File: src/rtl/sipo_pkg.sv
`default_nettype none
// ============================================================================
// Module      : sipo_pkg
// Description : Shared constants for the serial link receive path. It holds
//               the FSM state encodings and the bit-counter width derivation.
//               The matching transmitter bench reuses both.
// Revision    : 1.0 - initial release
// ============================================================================
package sipo_pkg;

    // FSM state encodings
    localparam logic [0:0] ST_IDLE  = 1'b0;
    localparam logic [0:0] ST_SHIFT = 1'b1;

    // The bit counter has to represent 0..n, so it needs $clog2(n+1) bits.
    function automatic int cnt_width(input int n);
        return $clog2(n + 1);
    endfunction

endpackage : sipo_pkg
`default_nettype wire

File: src/rtl/sipo_hold_reg.sv
`default_nettype none
// ============================================================================
// Module      : sipo_hold_reg
// Description : N-bit valid/ready holding register. A load request is taken
//               when the register is empty, or when its current word is
//               accepted in the same cycle. Any other load request is
//               dropped, and o_dropped reports it.
// Ports       : clk, rst      - clock and synchronous active-high reset
//               i_load        - a completed word is offered this cycle
//               i_data [N]    - the offered word
//               i_ready       - consumer accepts when o_valid & i_ready
//               o_data [N]    - held word, stable while o_valid=1
//               o_valid       - register full
//               o_dropped     - the offered word could not be stored
// Revision    : 1.0 - initial release
// ============================================================================
module sipo_hold_reg #(
    parameter int N = 4
) (
    input  logic         clk,
    input  logic         rst,
    input  logic         i_load,
    input  logic [N-1:0] i_data,
    input  logic         i_ready,
    output logic [N-1:0] o_data,
    output logic         o_valid,
    output logic         o_dropped
);

    logic [N-1:0] r_data;
    logic         r_valid;
    logic         w_accept;
    logic         w_can_load;

    assign w_accept   = r_valid & i_ready;
    // A slot is free in this cycle if the register is empty, or if the
    // register drains in this same cycle.
    assign w_can_load = ~r_valid | w_accept;

    always_ff @(posedge clk) begin
        if (rst) begin
            r_data  <= '0;
            r_valid <= 1'b0;
        end else if (i_load && w_can_load) begin
            r_data  <= i_data;
            r_valid <= 1'b1;
        end else if (w_accept) begin
            r_valid <= 1'b0;
        end
    end

    assign o_data    = r_data;
    assign o_valid   = r_valid;
    assign o_dropped = i_load & ~w_can_load;

endmodule : sipo_hold_reg
`default_nettype wire

File: src/rtl/sipo_deser.sv
`default_nettype none
// ============================================================================
// Module      : sipo_deser
// Description : Serial-in/parallel-out deserializer for an LSB-first link.
//               frame_sync marks bit 0 of a word. Each bit_en strobe shifts
//               in one bit. A finished word goes to a valid/ready holding
//               register. Sticky flags report dropped words and frame
//               re-synchronisation.
// Ports       : clk, reset    - clock and synchronous active-high reset
//               serial_in     - serial data, sampled only with bit_en
//               bit_en        - one data bit per strobe
//               frame_sync    - qualified by bit_en, current bit is bit 0
//               parallel_out  - received word, stable while out_valid=1
//               out_valid     - holding register full
//               out_ready     - consumer accepts on out_valid & out_ready
//               overrun       - sticky, a completed word was dropped
//               frame_err     - sticky, frame_sync arrived mid-word
//               clear_err     - clears both sticky flags
// Revision    : 1.0 - initial release
// ============================================================================
module sipo_deser
    import sipo_pkg::*;
#(
    parameter int N     = 4,
    parameter int CNT_W = cnt_width(N)
) (
    input  logic         clk,
    input  logic         reset,
    input  logic         serial_in,
    input  logic         bit_en,
    input  logic         frame_sync,
    output logic [N-1:0] parallel_out,
    output logic         out_valid,
    input  logic         out_ready,
    output logic         overrun,
    output logic         frame_err,
    input  logic         clear_err
);

    localparam logic [CNT_W-1:0] c_cnt_one  = CNT_W'(1);
    localparam logic [CNT_W-1:0] c_cnt_last = CNT_W'(N - 1);

    logic [0:0]   r_state;
    logic [0:0]   w_state_next;
    logic [N-1:0] r_shift;
    logic [N-1:0] w_shift_next;
    logic [CNT_W-1:0] r_cnt;
    logic         r_overrun;
    logic         r_frame_err;

    // FSM output strobes
    logic         w_capture;    // shift serial_in into the register
    logic         w_restart;    // this bit is bit 0 of a new word
    logic         w_advance;    // ordinary mid-word bit
    logic         w_word_done;  // Nth bit of a word
    logic         w_resync;     // frame_sync seen mid-word

    logic         w_dropped;

    // The new bit enters at the MSB. After N strobes the first bit is at
    // bit 0. This undoes a right-shifting transmitter that drives reg[0].
    assign w_shift_next = {serial_in, r_shift[N-1:1]};

    // ------------------------------------------------------------------
    // FSM: state register
    // ------------------------------------------------------------------
    always_ff @(posedge clk) begin
        if (reset) begin
            r_state <= ST_IDLE;
        end else begin
            r_state <= w_state_next;
        end
    end

    // ------------------------------------------------------------------
    // FSM: next-state logic
    // ------------------------------------------------------------------
    always_comb begin
        w_state_next = r_state;
        case (r_state)
            ST_IDLE: begin
                if (bit_en && frame_sync) begin
                    w_state_next = ST_SHIFT;
                end
            end
            ST_SHIFT: begin
                if (bit_en && !frame_sync && (r_cnt == c_cnt_last)) begin
                    w_state_next = ST_IDLE;
                end
            end
            default: w_state_next = ST_IDLE;
        endcase
    end

    // ------------------------------------------------------------------
    // FSM: output decode
    // ------------------------------------------------------------------
    always_comb begin
        w_capture   = 1'b0;
        w_restart   = 1'b0;
        w_advance   = 1'b0;
        w_word_done = 1'b0;
        w_resync    = 1'b0;
        case (r_state)
            ST_IDLE: begin
                // A strobe without frame_sync carries no word position, so
                // the receiver ignores it.
                if (bit_en && frame_sync) begin
                    w_capture = 1'b1;
                    w_restart = 1'b1;
                end
            end
            ST_SHIFT: begin
                if (bit_en) begin
                    w_capture = 1'b1;
                    if (frame_sync) begin
                        // The stale partial bits need no clearing. They
                        // shift out before the new word completes.
                        w_restart = 1'b1;
                        w_resync  = 1'b1;
                    end else if (r_cnt == c_cnt_last) begin
                        w_word_done = 1'b1;
                    end else begin
                        w_advance = 1'b1;
                    end
                end
            end
            default: ;
        endcase
    end

    // ------------------------------------------------------------------
    // Shift register and bit counter
    // ------------------------------------------------------------------
    always_ff @(posedge clk) begin
        if (reset) begin
            r_shift <= '0;
        end else if (w_capture) begin
            r_shift <= w_shift_next;
        end
    end

    always_ff @(posedge clk) begin
        if (reset) begin
            r_cnt <= '0;
        end else if (w_restart) begin
            r_cnt <= c_cnt_one;
        end else if (w_word_done) begin
            r_cnt <= '0;
        end else if (w_advance) begin
            r_cnt <= r_cnt + c_cnt_one;
        end
    end

    // ------------------------------------------------------------------
    // Output holding register. It is loaded with the completed word,
    // including the bit being sampled now.
    // ------------------------------------------------------------------
    sipo_hold_reg #(
        .N (N)
    ) u_hold (
        .clk       (clk),
        .rst       (reset),
        .i_load    (w_word_done),
        .i_data    (w_shift_next),
        .i_ready   (out_ready),
        .o_data    (parallel_out),
        .o_valid   (out_valid),
        .o_dropped (w_dropped)
    );

    // ------------------------------------------------------------------
    // Sticky error flags. A new event takes priority over clear_err, so
    // no error is lost when the two coincide.
    // ------------------------------------------------------------------
    always_ff @(posedge clk) begin
        if (reset) begin
            r_overrun <= 1'b0;
        end else if (w_dropped) begin
            r_overrun <= 1'b1;
        end else if (clear_err) begin
            r_overrun <= 1'b0;
        end
    end

    always_ff @(posedge clk) begin
        if (reset) begin
            r_frame_err <= 1'b0;
        end else if (w_resync) begin
            r_frame_err <= 1'b1;
        end else if (clear_err) begin
            r_frame_err <= 1'b0;
        end
    end

    assign overrun   = r_overrun;
    assign frame_err = r_frame_err;

endmodule : sipo_deser
`default_nettype wire

File: config.mk
export PLATFORM = sky130hd
export DESIGN_NAME = sipo_deser
export DESIGN_NICKNAME = d
export VERILOG_FILES = /design/src/rtl/sipo_pkg.sv /design/src/rtl/sipo_hold_reg.sv /design/src/rtl/sipo_deser.sv
export SDC_FILE = /design/constraint.sdc
export NUM_CORES = 1
export LEC_CHECK = 0
export ABC_CLOCK_PERIOD_IN_PS = 2500
export BUFFER_PORTS_ARGS = -buffer_cell sky130_fd_sc_hd__buf_4
export CAP_MARGIN = 25
export CORE_AREA = 2 2 39 41
export DETAILED_ROUTE_END_ITERATION = 16
export DIE_AREA = 0 0 41 43
export GPL_TIMING_DRIVEN = 1
export PLACE_DENSITY = 0.82
export SYNTH_ARGS = -nofsm -noshare
export SYNTH_HDL_FRONTEND = slang
export SYNTH_SLANG_ARGS = --single-unit
File: constraint.sdc
create_clock -name clk -period 2.5 [get_ports clk]
set_input_delay 0.5 -clock clk [delete_from_list [all_inputs] [get_ports clk]]
set_output_delay 0.5 -clock clk [all_outputs]
set_load 0.02 [all_outputs]
==> results.py <==
metrics = {
    "logic_synthesis": {
        "syn_avg_cell_area_sq_um": 10.2,
        "synth-compound-area-share": 0.121,
        "synthMuxAreaShare": 0.125,
        "syn_area_sq_um": 641,
        "synth_fa_ha_area_frac": 0.0391,
        "ys_ff_latch": 14,
        "synthSimpleGateAreaFrac": 0.230,
        "synth_top_family_by_area": "simple AND/OR/NAND/NOR gates",
        "yosysWarnings": 0,
        "synth-xor-area-share": 0,
        "synth_fp_nets": 72,
        "yosysSeqAreaShare": 0.437,
        "syn_inst": 63,
        "synth_cell_types": 24,
    },
    "clock_network": {
        "ctsRootBufferMaster": "clkbuf_4",
        "ctsLongestPathBuffers": 2,
        "clkLatencyLatePin_ps": 270,
        "h-tree-depth": 1,
        "cts_setup_buffers": 0,
        "cts_tree": "yes",
        "hold_buffers": 0,
        "clk_pin_slew_ps": 90,
        "post_cts_resized": 0,
        "clock_sinks": 14,
        "cts-buffers-inserted": 3,
    },
    "drt": {
        "final_antenna_net_count": 0,
        "vias": 464,
        "firstDrtPassIters": 4,
        "viasPerCell": 4.99,
        "drt-wirelength-per-cell_microns": 11.7,
        "drcViolationCount": 0,
        "drt-initial-drc-count": 8,
        "finalWirelength_microns": 1090,
    },
    "sta": {
        "rsz0062_at_grt": "no",
        "max_slew.worst_pin.slew_ps": 284,
        "timing.hold.ws_ps": 476,
        "maxSlewHeadroom": 0.810,
        "post-route-period-util": 0.621,
        "drv_slew": 0,
        "clock_skew_ps": 2.68,
        "fmax_mhz": 644,
        "hold_viol_final": 0,
        "setup_tns_ps": 0,
        "setup_violations": 0,
        "post-route-min-period_ps": 1550,
    },
    "cells_and_area": {
        "layout_common_cells": "dfxtp_1 (14), buf_4 (13), nand2b_1 (9)",
        "area_growth_pct": 20.5,
        "n_fill_cell": 119,
        "final_nets": 87,
        "drive_gt1_frac": 0.299,
        "mostFrequentLayoutCell": "dfxtp_1",
        "antennaDiodeCount": 0,
    },
    "setup_path": {
        "r2r_cells": 5,
        "required_ps": 2700,
        "cp-startpoint": "r_cnt[0]$_SDFFE_PP0P_",
        "cp.arrival_ps": 1750,
        "worstSetupEndpointType": "register",
        "critPathLaunchType": "register",
        "critical_path_class": "reg2reg",
        "r2r-start": "r_cnt[0]$_SDFFE_PP0P_",
        "crit_path_max_fanout": 5,
    },
    "pwr": {
        "power_leakage_uw": 0.000331,
        "ir_drop_uv": 291,
        "power_density_nw_per_um2": 554,
    },
    "place": {
        "gp_congestion": 0.700,
        "portBuffers": 13,
        "hpwl_microns": 772,
    },
    "floorplan": {
        "fp.dieH_microns": 43,
        "row_count": 14,
        "ios": 14,
        "dieArea_sq_um": 1760,
        "coreArea_sq_um": 1380,
        "die_x_microns": 41,
        "start_util": 0.463,
    },
    "run_status": {
        "status": "finished, final reports clean",
    },
    "min_path": {
        "hold_start": "serial_in",
        "min_path_cells": 3,
        "hp-class": "in2reg",
    },
    "flow_run": {
        "cap_violations": 0,
    },
    "global_routing": {
        "grt_usage": 0.151,
        "antenna_found_initial": 0,
        "grt_util_met3": 0.0314,
        "grt-busiest-layer": "met2",
        "use_met1": 0.193,
        "use_met2": 0.216,
        "grt_pass1_vias": 428,
        "grt_pass1_wl_microns": 1770,
        "grt_max_degree": 18,
        "grt-ovfl-total": 0,
    },
}
==> flip-flops by register name (all words and copies together), names as in the netlist <==
name,cells
u_hold.o_valid,1
r_state,1
overrun,1
frame_err,1
r_shift,3
r_cnt,3
u_hold.o_data,4
==> report_power, final <==
group	switching (uW)	internal [uW]
Sequential	5.06	228
Combinational	15.6	18.6
Clock	72.4	88.5
==> routing by layer <==
| layer | vias up | wire, microns |
|---|---|---|
| met3 | 2 | 60 |
| met4 | 0 | 14 |
| met2 | 14 | 525 |
| met1 | 203 | 485 |
| met5 | - | 0 |
| li1 | 245 | - |
==> metrics by stage <==
stage | instances | total power [uW] | instance area (sq um) | setup slack, ps | util
after floorplan | 63 | 260 | 641 | 1100 | -
after global placement | 89 | 272 | 736 | 1040 | 0.532
after detailed placement | 89 | 272 | 736 | 962 | 0.532
after CTS | 93 | 432 | 772 | 925 | 0.558
after global routing | 93 | 445 | 772 | 837 | 0.558
final | 93 | 428 | 772 | 947 | 0.558
==> worst max-delay path, cell delays in order (launching register included) <==
cell	delay (ps)
dfxtp_1	370
ha_1	160
ha_1	250
nand4b_2	170
nor2b_2	280
mux2i_1	250
==> synthesized netlist by cell type, drive strengths merged <==
| cell type | instances | area, sq um |
|---|---|---|
| inv | 2 | 7.51 |
| nor3b | 1 | 7.51 |
| and4bb | 1 | 16.3 |
| nor2 | 7 | 26.3 |
| a211oi | 1 | 12.5 |
| a21oi | 2 | 10.0 |
| ha | 2 | 25.0 |
| nand4b | 1 | 15.0 |
| a22oi | 1 | 7.51 |
| o21ai | 2 | 13.8 |
| buf | 2 | 18.8 |
| nand2 | 3 | 11.3 |
| clkbuf | 1 | 3.75 |
| nand2b | 9 | 56.3 |
| a21o | 2 | 16.3 |
| mux2i | 8 | 80.1 |
| dfxtp | 14 | 280 |
| nor2b | 2 | 15.0 |
| o2bb2ai | 1 | 8.76 |
| a32oi | 1 | 8.76 |
==> final cells by class <==
type | count | area, sq um | share of cell area
Multi-Input combinational cell | 44 | 330 | 0.428
Sequential cell | 14 | 280 | 0.363
Timing Repair Buffer | 13 | 97.6 | 0.126
Clock buffer | 4 | 36.3 | 0.0470
Tap cell | 16 | 20.0 | 0.0259
Inverter | 2 | 7.51 | 0.00972
==> cells by family after synthesis <==
family / after synthesis
and+or+nand+nor: 24
DFF: 14
AOI/OAI and AO/OA: 10
muxes: 8
buffers and inverters: 5
adders and majority gates: 2
==> final timing paths <==
check / to / slack (ps)
max: u_hold.o_data[3]$_SDFFE_PP0P_ / 950
min: r_shift[3]$_SDFFE_PP0P_ / 480
max reg2reg: u_hold.o_data[3]$_SDFFE_PP0P_ / 950
min reg2reg: u_hold.o_data[0]$_SDFFE_PP0P_ / 480
(Power assumes the default switching activity.)
